`src/rtl/grid_cursor_painter_if.sv`:
```
// Command and pixel-stream bundle between the command source / VGA writer
// and grid_cursor_painter.
//   cmd_valid/cmd/cmd_ready           : command handshake (painter is the sink)
//   px_valid/px_ready/px_x/px_y/px_colour : pixel stream (painter is the source)
// master : command source + VGA writer side
// slave  : painter side
interface grid_cursor_painter_if #(
  parameter int XW = 8,
  parameter int YW = 7,
  parameter int CW = 9
);
  logic          cmd_valid;
  logic [2:0]    cmd;
  logic          cmd_ready;
  logic          px_valid;
  logic          px_ready;
  logic [XW-1:0] px_x;
  logic [YW-1:0] px_y;
  logic [CW-1:0] px_colour;

  modport master (
    output cmd_valid, cmd, px_ready,
    input  cmd_ready, px_valid, px_x, px_y, px_colour
  );

  modport slave (
    input  cmd_valid, cmd, px_ready,
    output cmd_ready, px_valid, px_x, px_y, px_colour
  );
endinterface

```
`src/rtl/grid_cursor_painter.sv`:
```
// Grid cursor painter: COLS x ROWS cursor with wrap, per-cell tower occupancy
// map, and a cell pixel scanner streaming erase/outline/fill pixels.
// Ports:
//   clk, resetn : clock, asynchronous active-low reset
//   bus         : command handshake and pixel stream (slave modport)
//   cur_col/row : cursor position
//   occupied    : occupancy bit of the cursor cell
//   place_ok    : one-cycle pulse, place/remove succeeded
//   reject      : one-cycle pulse, place/remove refused
//   busy        : command in progress
module grid_cursor_painter #(
  parameter int          COLS       = 8,
  parameter int          ROWS       = 6,
  parameter int          CELL       = 20,
  parameter int          XW         = 8,
  parameter int          YW         = 7,
  parameter int          CW         = 9,
  parameter logic [CW-1:0] CUR_COLOUR = 9'h1FF,
  parameter logic [CW-1:0] BG_COLOUR  = 9'h000,
  parameter logic [CW-1:0] TWR_COLOUR = 9'h1C0,
  localparam int         CCW        = $clog2(COLS),
  localparam int         RCW        = $clog2(ROWS)
) (
  input  logic                 clk,
  input  logic                 resetn,
  grid_cursor_painter_if.slave bus,
  output logic [CCW-1:0]       cur_col,
  output logic [RCW-1:0]       cur_row,
  output logic                 occupied,
  output logic                 place_ok,
  output logic                 reject,
  output logic                 busy
);
  localparam int DW = $clog2(CELL);

  localparam logic [2:0] S_IDLE    = 3'd0;
  localparam logic [2:0] S_ERASE   = 3'd1;
  localparam logic [2:0] S_MOVE    = 3'd2;
  localparam logic [2:0] S_OUTLINE = 3'd3;
  localparam logic [2:0] S_FILL    = 3'd4;
  localparam logic [2:0] S_DONE    = 3'd5;

  localparam logic [2:0] C_NOP    = 3'd0;
  localparam logic [2:0] C_RIGHT  = 3'd1;
  localparam logic [2:0] C_LEFT   = 3'd2;
  localparam logic [2:0] C_DOWN   = 3'd3;
  localparam logic [2:0] C_UP     = 3'd4;
  localparam logic [2:0] C_PLACE  = 3'd5;
  localparam logic [2:0] C_REMOVE = 3'd6;
  localparam logic [2:0] C_HOME   = 3'd7;

  localparam logic [DW-1:0]  D_LAST = DW'(CELL - 1);
  localparam logic [CCW-1:0] C_LAST = CCW'(COLS - 1);
  localparam logic [RCW-1:0] R_LAST = RCW'(ROWS - 1);

  logic [2:0]               state;
  logic [2:0]               op;
  logic                     ok_flag;
  logic [DW-1:0]            dx;
  logic [DW-1:0]            dy;
  logic [ROWS-1:0][COLS-1:0] occ;

  logic          border;
  logic          last_off;
  logic          scanning;
  logic          emit;
  logic          step;
  logic [2:0]    scan_next;
  logic [CW-1:0] colour;

  always_comb begin
    border   = (dx == '0) || (dx == D_LAST) || (dy == '0) || (dy == D_LAST);
    last_off = (dx == D_LAST) && (dy == D_LAST);
    scanning = (state == S_ERASE) || (state == S_OUTLINE) || (state == S_FILL);
    emit     = 1'b0;
    colour   = BG_COLOUR;
    scan_next = S_DONE;
    case (state)
      S_ERASE: begin
        emit      = border;
        colour    = BG_COLOUR;
        scan_next = S_MOVE;
      end
      S_OUTLINE: begin
        emit      = border;
        colour    = CUR_COLOUR;
        scan_next = S_DONE;
      end
      S_FILL: begin
        emit      = !border;
        colour    = (op == C_PLACE) ? TWR_COLOUR : BG_COLOUR;
        scan_next = S_OUTLINE;
      end
      default: ;
    endcase
    // Skipped offsets advance unconditionally; emitted ones wait for px_ready.
    step = scanning && (!emit || bus.px_ready);
  end

  assign occupied      = occ[cur_row][cur_col];
  assign busy          = (state != S_IDLE);
  assign bus.cmd_ready = (state == S_IDLE);
  assign bus.px_valid  = emit;
  assign bus.px_x      = emit ? XW'(cur_col) * XW'(CELL) + XW'(dx) : '0;
  assign bus.px_y      = emit ? YW'(cur_row) * YW'(CELL) + YW'(dy) : '0;
  assign bus.px_colour = emit ? colour : '0;
  assign place_ok      = (state == S_DONE) && ok_flag;
  assign reject        = (state == S_DONE) && !ok_flag &&
                         ((op == C_PLACE) || (op == C_REMOVE));

  always_ff @(posedge clk or negedge resetn) begin
    if (!resetn) begin
      state   <= S_IDLE;
      op      <= C_NOP;
      ok_flag <= 1'b0;
      dx      <= '0;
      dy      <= '0;
      cur_col <= '0;
      cur_row <= '0;
      occ     <= '0;
    end else begin
      case (state)
        S_IDLE: begin
          if (bus.cmd_valid) begin
            op      <= bus.cmd;
            ok_flag <= 1'b0;
            dx      <= '0;
            dy      <= '0;
            case (bus.cmd)
              C_NOP: ;
              C_PLACE: begin
                if (!occupied) begin
                  occ[cur_row][cur_col] <= 1'b1;
                  ok_flag <= 1'b1;
                  state   <= S_FILL;
                end else begin
                  state <= S_DONE;
                end
              end
              C_REMOVE: begin
                if (occupied) begin
                  occ[cur_row][cur_col] <= 1'b0;
                  ok_flag <= 1'b1;
                  state   <= S_FILL;
                end else begin
                  state <= S_DONE;
                end
              end
              default: state <= S_ERASE;
            endcase
          end
        end
        S_ERASE, S_OUTLINE, S_FILL: begin
          if (step) begin
            if (last_off) begin
              dx    <= '0;
              dy    <= '0;
              state <= scan_next;
            end else if (dx == D_LAST) begin
              dx <= '0;
              dy <= dy + DW'(1);
            end else begin
              dx <= dx + DW'(1);
            end
          end
        end
        S_MOVE: begin
          case (op)
            C_RIGHT: cur_col <= (cur_col == C_LAST) ? '0 : cur_col + CCW'(1);
            C_LEFT:  cur_col <= (cur_col == '0) ? C_LAST : cur_col - CCW'(1);
            C_DOWN:  cur_row <= (cur_row == R_LAST) ? '0 : cur_row + RCW'(1);
            C_UP:    cur_row <= (cur_row == '0) ? R_LAST : cur_row - RCW'(1);
            default: begin
              cur_col <= '0;
              cur_row <= '0;
            end
          endcase
          state <= S_OUTLINE;
        end
        S_DONE:  state <= S_IDLE;
        default: state <= S_IDLE;
      endcase
    end
  end
endmodule

```
`src/flat_wrapper.sv`:
```
// flat-port wrapper written by rule: the top's interface ports become plain ports
module grid_cursor_painter_flat 
#(
  parameter int          COLS       = 8,
  parameter int          ROWS       = 6,
  parameter int          CELL       = 20,
  parameter int          XW         = 8,
  parameter int          YW         = 7,
  parameter int          CW         = 9,
  parameter logic [CW-1:0] CUR_COLOUR = 9'h1FF,
  parameter logic [CW-1:0] BG_COLOUR  = 9'h000,
  parameter logic [CW-1:0] TWR_COLOUR = 9'h1C0,
  localparam int         CCW        = $clog2(COLS),
  localparam int         RCW        = $clog2(ROWS)
)
  (clk, resetn, cur_col, cur_row, occupied, place_ok, reject, busy, bus_cmd_valid, bus_cmd, bus_px_ready, bus_cmd_ready, bus_px_valid, bus_px_x, bus_px_y, bus_px_colour);
  grid_cursor_painter_if #(.XW(XW), .YW(YW), .CW(CW)) bus_i ();
  input  logic clk;
  input  logic resetn;
  output logic [CCW-1:0] cur_col;
  output logic [RCW-1:0] cur_row;
  output logic occupied;
  output logic place_ok;
  output logic reject;
  output logic busy;
  input wire logic [$bits(bus_i.cmd_valid)-1:0] bus_cmd_valid;
  input wire logic [$bits(bus_i.cmd)-1:0] bus_cmd;
  input wire logic [$bits(bus_i.px_ready)-1:0] bus_px_ready;
  output wire logic [$bits(bus_i.cmd_ready)-1:0] bus_cmd_ready;
  output wire logic [$bits(bus_i.px_valid)-1:0] bus_px_valid;
  output wire logic [$bits(bus_i.px_x)-1:0] bus_px_x;
  output wire logic [$bits(bus_i.px_y)-1:0] bus_px_y;
  output wire logic [$bits(bus_i.px_colour)-1:0] bus_px_colour;
  assign bus_i.cmd_valid = bus_cmd_valid;
  assign bus_i.cmd = bus_cmd;
  assign bus_i.px_ready = bus_px_ready;
  assign bus_cmd_ready = bus_i.cmd_ready;
  assign bus_px_valid = bus_i.px_valid;
  assign bus_px_x = bus_i.px_x;
  assign bus_px_y = bus_i.px_y;
  assign bus_px_colour = bus_i.px_colour;
  grid_cursor_painter #(.COLS(COLS), .ROWS(ROWS), .CELL(CELL), .XW(XW), .YW(YW), .CW(CW), .CUR_COLOUR(CUR_COLOUR), .BG_COLOUR(BG_COLOUR), .TWR_COLOUR(TWR_COLOUR)) u_core (.clk(clk), .resetn(resetn), .bus(bus_i), .cur_col(cur_col), .cur_row(cur_row), .occupied(occupied), .place_ok(place_ok), .reject(reject), .busy(busy));
endmodule
```
`config.mk`:
```
export PLATFORM = sky130hd
export DESIGN_NAME = grid_cursor_painter_flat
export DESIGN_NICKNAME = d
export VERILOG_FILES = /design/src/rtl/grid_cursor_painter_if.sv /design/src/rtl/grid_cursor_painter.sv /design/src/flat_wrapper.sv
export SDC_FILE = /design/constraint.sdc
export NUM_CORES = 1
export LEC_CHECK = 0
export CAP_MARGIN = 30
export CORE_ASPECT_RATIO = 0.7
export CORE_UTILIZATION = 40
export CTS_CLUSTER_DIAMETER = 80
export CTS_CLUSTER_SIZE = 40
export DETAILED_ROUTE_END_ITERATION = 8
export PLACE_DENSITY_LB_ADDON = 0.25
export SLEW_MARGIN = 15
export SYNTH_ARGS = -nofsm -noshare
export SYNTH_HDL_FRONTEND = slang
export SYNTH_SLANG_ARGS = --single-unit
```
`constraint.sdc`:
```
create_clock -name clk -period 3.05 [get_ports clk]
set_input_delay 0.61 -clock clk [delete_from_list [all_inputs] [get_ports clk]]
set_output_delay 0.61 -clock clk [all_outputs]
set_load 0.005 [all_outputs]
```
==> results.md, run 1 <==
- Post-synthesis instance area: between 4000 and 5000 um^2
- Remaining global-route overflow: 0
- Distinct cells, synth: 66
- Number of remaining DRC errors: 0
- Number of enable-type register cells in the synthesized netlist: 0
- Global-route wire length before repair: roughly 22000 um
- Capturing element of the worst setup path: bus_px_x[5]
- Post-synth net total: ~540
- Count of endpoints failing setup in the final report: 0
- Starting utilization of the core area: roughly two fifths
- Clock Sink Count: a little over 70
- Worst path depth: 8
- Net Sw Frac: about 40%
- Number of top-level pins: 43
- Share of power burned in the clock network: 19.8%
- Cell area after layout: ~6300 um^2
- Number of placement rows: 33
- Register-to-Register Setup Slack: ~0.11 ns
- PortBufs: 42
- Overall Global Routing Usage: a little under a quarter
- Clock transition at the registers of the reported paths: 0.06 ns
- Largest cells by area after synthesis: sky130_fd_sc_hd__dfrtp_1, sky130_fd_sc_hd__mux2_1, sky130_fd_sc_hd__a21oi_1
- Initial DRT Pass Iterations: 5
- Pleak: about 0.0029 uW
- Vias in the first global route: around 4100
- Top cells by count, synth: sky130_fd_sc_hd__dfrtp_1, sky130_fd_sc_hd__a21oi_1, sky130_fd_sc_hd__mux2_1, sky130_fd_sc_hd__nor2_1, sky130_fd_sc_hd__nand2_1
- Net total in the final layout: just over 600
- DRT antenna net count: 0
- R2R depth: 9
- DRC marker count from the first detailed-route iteration: 329
- Worst supply voltage drop on vdd: 420 uV
- Hold-fix buffer count after cts: 0
- Switching Power: 2220 uW
- Area of the core region: approximately 12000 um^2
- Half-perimeter wire length of the detailed placement result: slightly below 10000 um
- Avg Inst Size Synth: between 9 and 10 um^2
- CTS tree: yes
- Setup slack after layout: between 0.07 and 0.08 ns
- Diode count: 0
- RR Startpoint: u_core.cur_row[1]
- Fin Clk Skew: around 0.0063 ns
- Smallest hold slack: between 0.3 and 0.4 ns
- Ratio of cells with drive above 1 in the final layout: a little under a quarter
- Core occupancy in the finished layout: around 53%
- Share of power burned in combinational logic: between 50% and 60%
- Critical path type: reg2out
- Reg power frac: between 20% and 30%
- Power Dens Cells: 876 nW/um^2
- Cells after synthesis: just over 500
- Max Cap Violations: 0
- Final critical delay including setup and external delays: approximately 3.0 ns
- Fin crit share: between 90% and 100%
- Unrepaired setup endpoints after global routing: false
- Startpoint types: flop
- Area overhead of the layout relative to synthesis: 27.2%
- Root buffer cell: sky130_fd_sc_hd__clkbuf_16
- Post-placement setup slack: a little under 0.05 ns
- Worst-margin pin slew: slightly below 0.8 ns
- Number of hold violations in the final report: 0
- Via count: between 4000 and 5000
- Final estimated routing congestion in global placement: ~0.84
- WL final: about 14000 um
- Setup TNS after final layout: 0 ns
- Cell occurring most often along the worst timing path: sky130_fd_sc_hd__buf_6
- Total number of H-tree levels: 3
- Sort of element at the end of the critical path: primary output
- WP data required: approximately 2.4 ns
- Pin count of the biggest net entering global routing: a little under 50
- Dominant cell type by area after synthesis: sky130_fd_sc_hd__dfrtp_1
- Sequential share of the synthesized area: 36.1%
- Total of warnings raised by yosys: 0
- Share of synthesized registers carrying an async set or reset: between 90% and 100%
- Cell-internal power: roughly 3300 uW
- Die outline area: roughly 13000 um^2
- Worst path cell trace: ha_2, mux2_4, a32oi_4, buf_6, mux2i_4, buf_6, nor2_1, dlygate4sd2_1
- Largest fanout of any net on the critical path: 5
- Family with the most delay on the worst path: buffers and inverters
- DR vias/cell: about 5.7
- Highest clock rate: 336 MHz
- Horizontal extent of the die: 135 um
- Slowest cell on the critical path: sky130_fd_sc_hd__dfrtp_1
- FILL cells: approximately 1000
- Count leader, synth: sky130_fd_sc_hd__dfrtp_1
- Count of pins over their slew limit: 0
- Number of register bits inferred by synthesis: 71
- Worst endpoint data arrival time: 2.37 ns
- Num CTS Buffers: 9
- Source of the critical timing path: u_core.dx[0]
- Relative slew slack: 47.6%
- Die Y: between 90 and 100 um
- Placement Cell Area: ~5700 um^2
- Buffer depth of the longest clock path: 2
- Number of antenna violations at the first check in global routing: 0
- Average wire length per cell after detail routing: 18.6 um
- Crit-path max cell delay: slightly below 0.4 ns
- Clock Latency Late Sink: roughly 0.34 ns
- Tightest Hold Check Type: in2async
- Leading register cell type out of synthesis: sky130_fd_sc_hd__dfrtp_1
- Synth top area share: a little over a third
- Status: finished clean
- Worst path buffer plus inverter count: 3
## placed cells by master, fill, tap and decap left out, types with 6 or more instances in the layout
cell and count:
sky130_fd_sc_hd__mux2_1 49, sky130_fd_sc_hd__mux2i_1 19, sky130_fd_sc_hd__dlygate4sd2_1 7, sky130_fd_sc_hd__ha_1 16
sky130_fd_sc_hd__buf_6 7, sky130_fd_sc_hd__nor2_1 35, sky130_fd_sc_hd__clkdlybuf4s50_1 21, sky130_fd_sc_hd__nand3_4 6
sky130_fd_sc_hd__clkbuf_2 12, sky130_fd_sc_hd__o22ai_1 7, sky130_fd_sc_hd__clkbuf_16 9, sky130_fd_sc_hd__nand3_1 13
sky130_fd_sc_hd__mux2_2 6, sky130_fd_sc_hd__a21oi_1 60, sky130_fd_sc_hd__nor2b_1 10, sky130_fd_sc_hd__nand3b_1 6
sky130_fd_sc_hd__dfrtp_1 69, sky130_fd_sc_hd__inv_2 6, sky130_fd_sc_hd__o21ai_0 16, sky130_fd_sc_hd__nand2_1 23
sky130_fd_sc_hd__and2_1 7, sky130_fd_sc_hd__nor3_1 11, sky130_fd_sc_hd__buf_4 51, sky130_fd_sc_hd__xor2_1 6
sky130_fd_sc_hd__inv_1 11, sky130_fd_sc_hd__nand2b_1 8
## timing repair
| item | CTS | global route |
|---|---|---|
| hold endpoints to repair | 0 | 0 |
| cloned | 1 | 0 |
| setup endpoints to repair | 26 | 26 |
| pin swaps | 2 | 2 |
| setup buffers | 14 | 6 |
| resized for setup | 57 | 25 |
## power groups by stage
stage               logic, uW  clock network [uW]  registers, uW
CTS                      2960                1110           1340
global route             3320                1150           1360
finish                   3070                1090           1340
floorplan                1670                   0           1250
detailed placement       2640                   0           1350
global placement         2580                   0           1340
## cell type report
cell class                      count  area (um^2)  share of cell area (%)
Sequential cell                    71         1780                    28.4
Timing Repair Buffer              105          906                    14.4
Clock buffer                       11          253                    4.03
Clock inverter                      5         56.3                   0.898
Multi-Input combinational cell    383         3020                    48.1
Inverter                           17         63.8                    1.02
Tap cell                          157          196                    3.13
## cell families after synthesis
| group | after synthesis | synth area share, % |
|---|---|---|
| AND/OR/NAND/NOR | 146 | 17.5 |
| AO/OA/AOI/OAI | 125 | 15.6 |
| multiplexers | 79 | 17.9 |
| flip-flops | 71 | 36.1 |
| buffers and inverters | 53 | 5.18 |
| adder cells (fa/ha/maj) | 22 | 5.89 |
| XOR/XNOR | 11 | 1.96 |
## per-layer routing
metal / global-route usage (%) / vias up / part of all wire, % / wire, um
li1: - / 1999 / - / -
met1: 34.6 / 2123 / 50 / 6990
met2: 34.4 / 128 / 43 / 5940
met3: 5.05 / 14 / 6.0 / 837
met4: 5.90 / 0 / 1.2 / 172
met5: 0 / - / 0 / 0
## stage by stage
stage | total power (uW) | std cells
3_3_place_gp | 3920 | 712
6_report | 5490 | 749
4_1_cts | 5410 | 743
2_1_floorplan | 2920 | 507
3_5_place_dp | 3990 | 712
5_1_grt | 5830 | 749
## worst reg2reg max path: stages (launching register included)
cell                       delay [ns]
sky130_fd_sc_hd__dfrtp_2         0.44
sky130_fd_sc_hd__mux2_2          0.37
sky130_fd_sc_hd__a221oi_2        0.37
sky130_fd_sc_hd__o32ai_4         0.15
sky130_fd_sc_hd__nand4b_4        0.22
sky130_fd_sc_hd__buf_4           0.16
sky130_fd_sc_hd__buf_4           0.16
sky130_fd_sc_hd__o21ai_2         0.44
sky130_fd_sc_hd__a21oi_1         0.16
sky130_fd_sc_hd__mux2_1          0.35
## how the worst min path moves through the flow
stage,cells after the start,slack (ns),end
5_1_grt,1,0.40,u_core.state[1]
6_report,1,0.34,u_core.state[0]
3_5_place_dp,1,0.47,flop
2_1_floorplan,0,0.31,asynchronous set/reset pin
4_1_cts,1,0.36,u_core.state[0]
3_3_place_gp,1,0.47,flop
Note: power is estimated with default switching activity, not from simulation.
==> inputs of run 2 (changes only) <==
Settings changed: CAP_MARGIN 30 to 20.
==> results of run 2 <==
Same layout as run 1: the final DEF is identical, and so are final timing and power.
==> inputs of run 3 (changes only) <==
Settings changed: GPL_TIMING_DRIVEN from default to 1.
==> results of run 3 <==
Same layout as run 1: the final DEF is identical, and so are final timing and power.
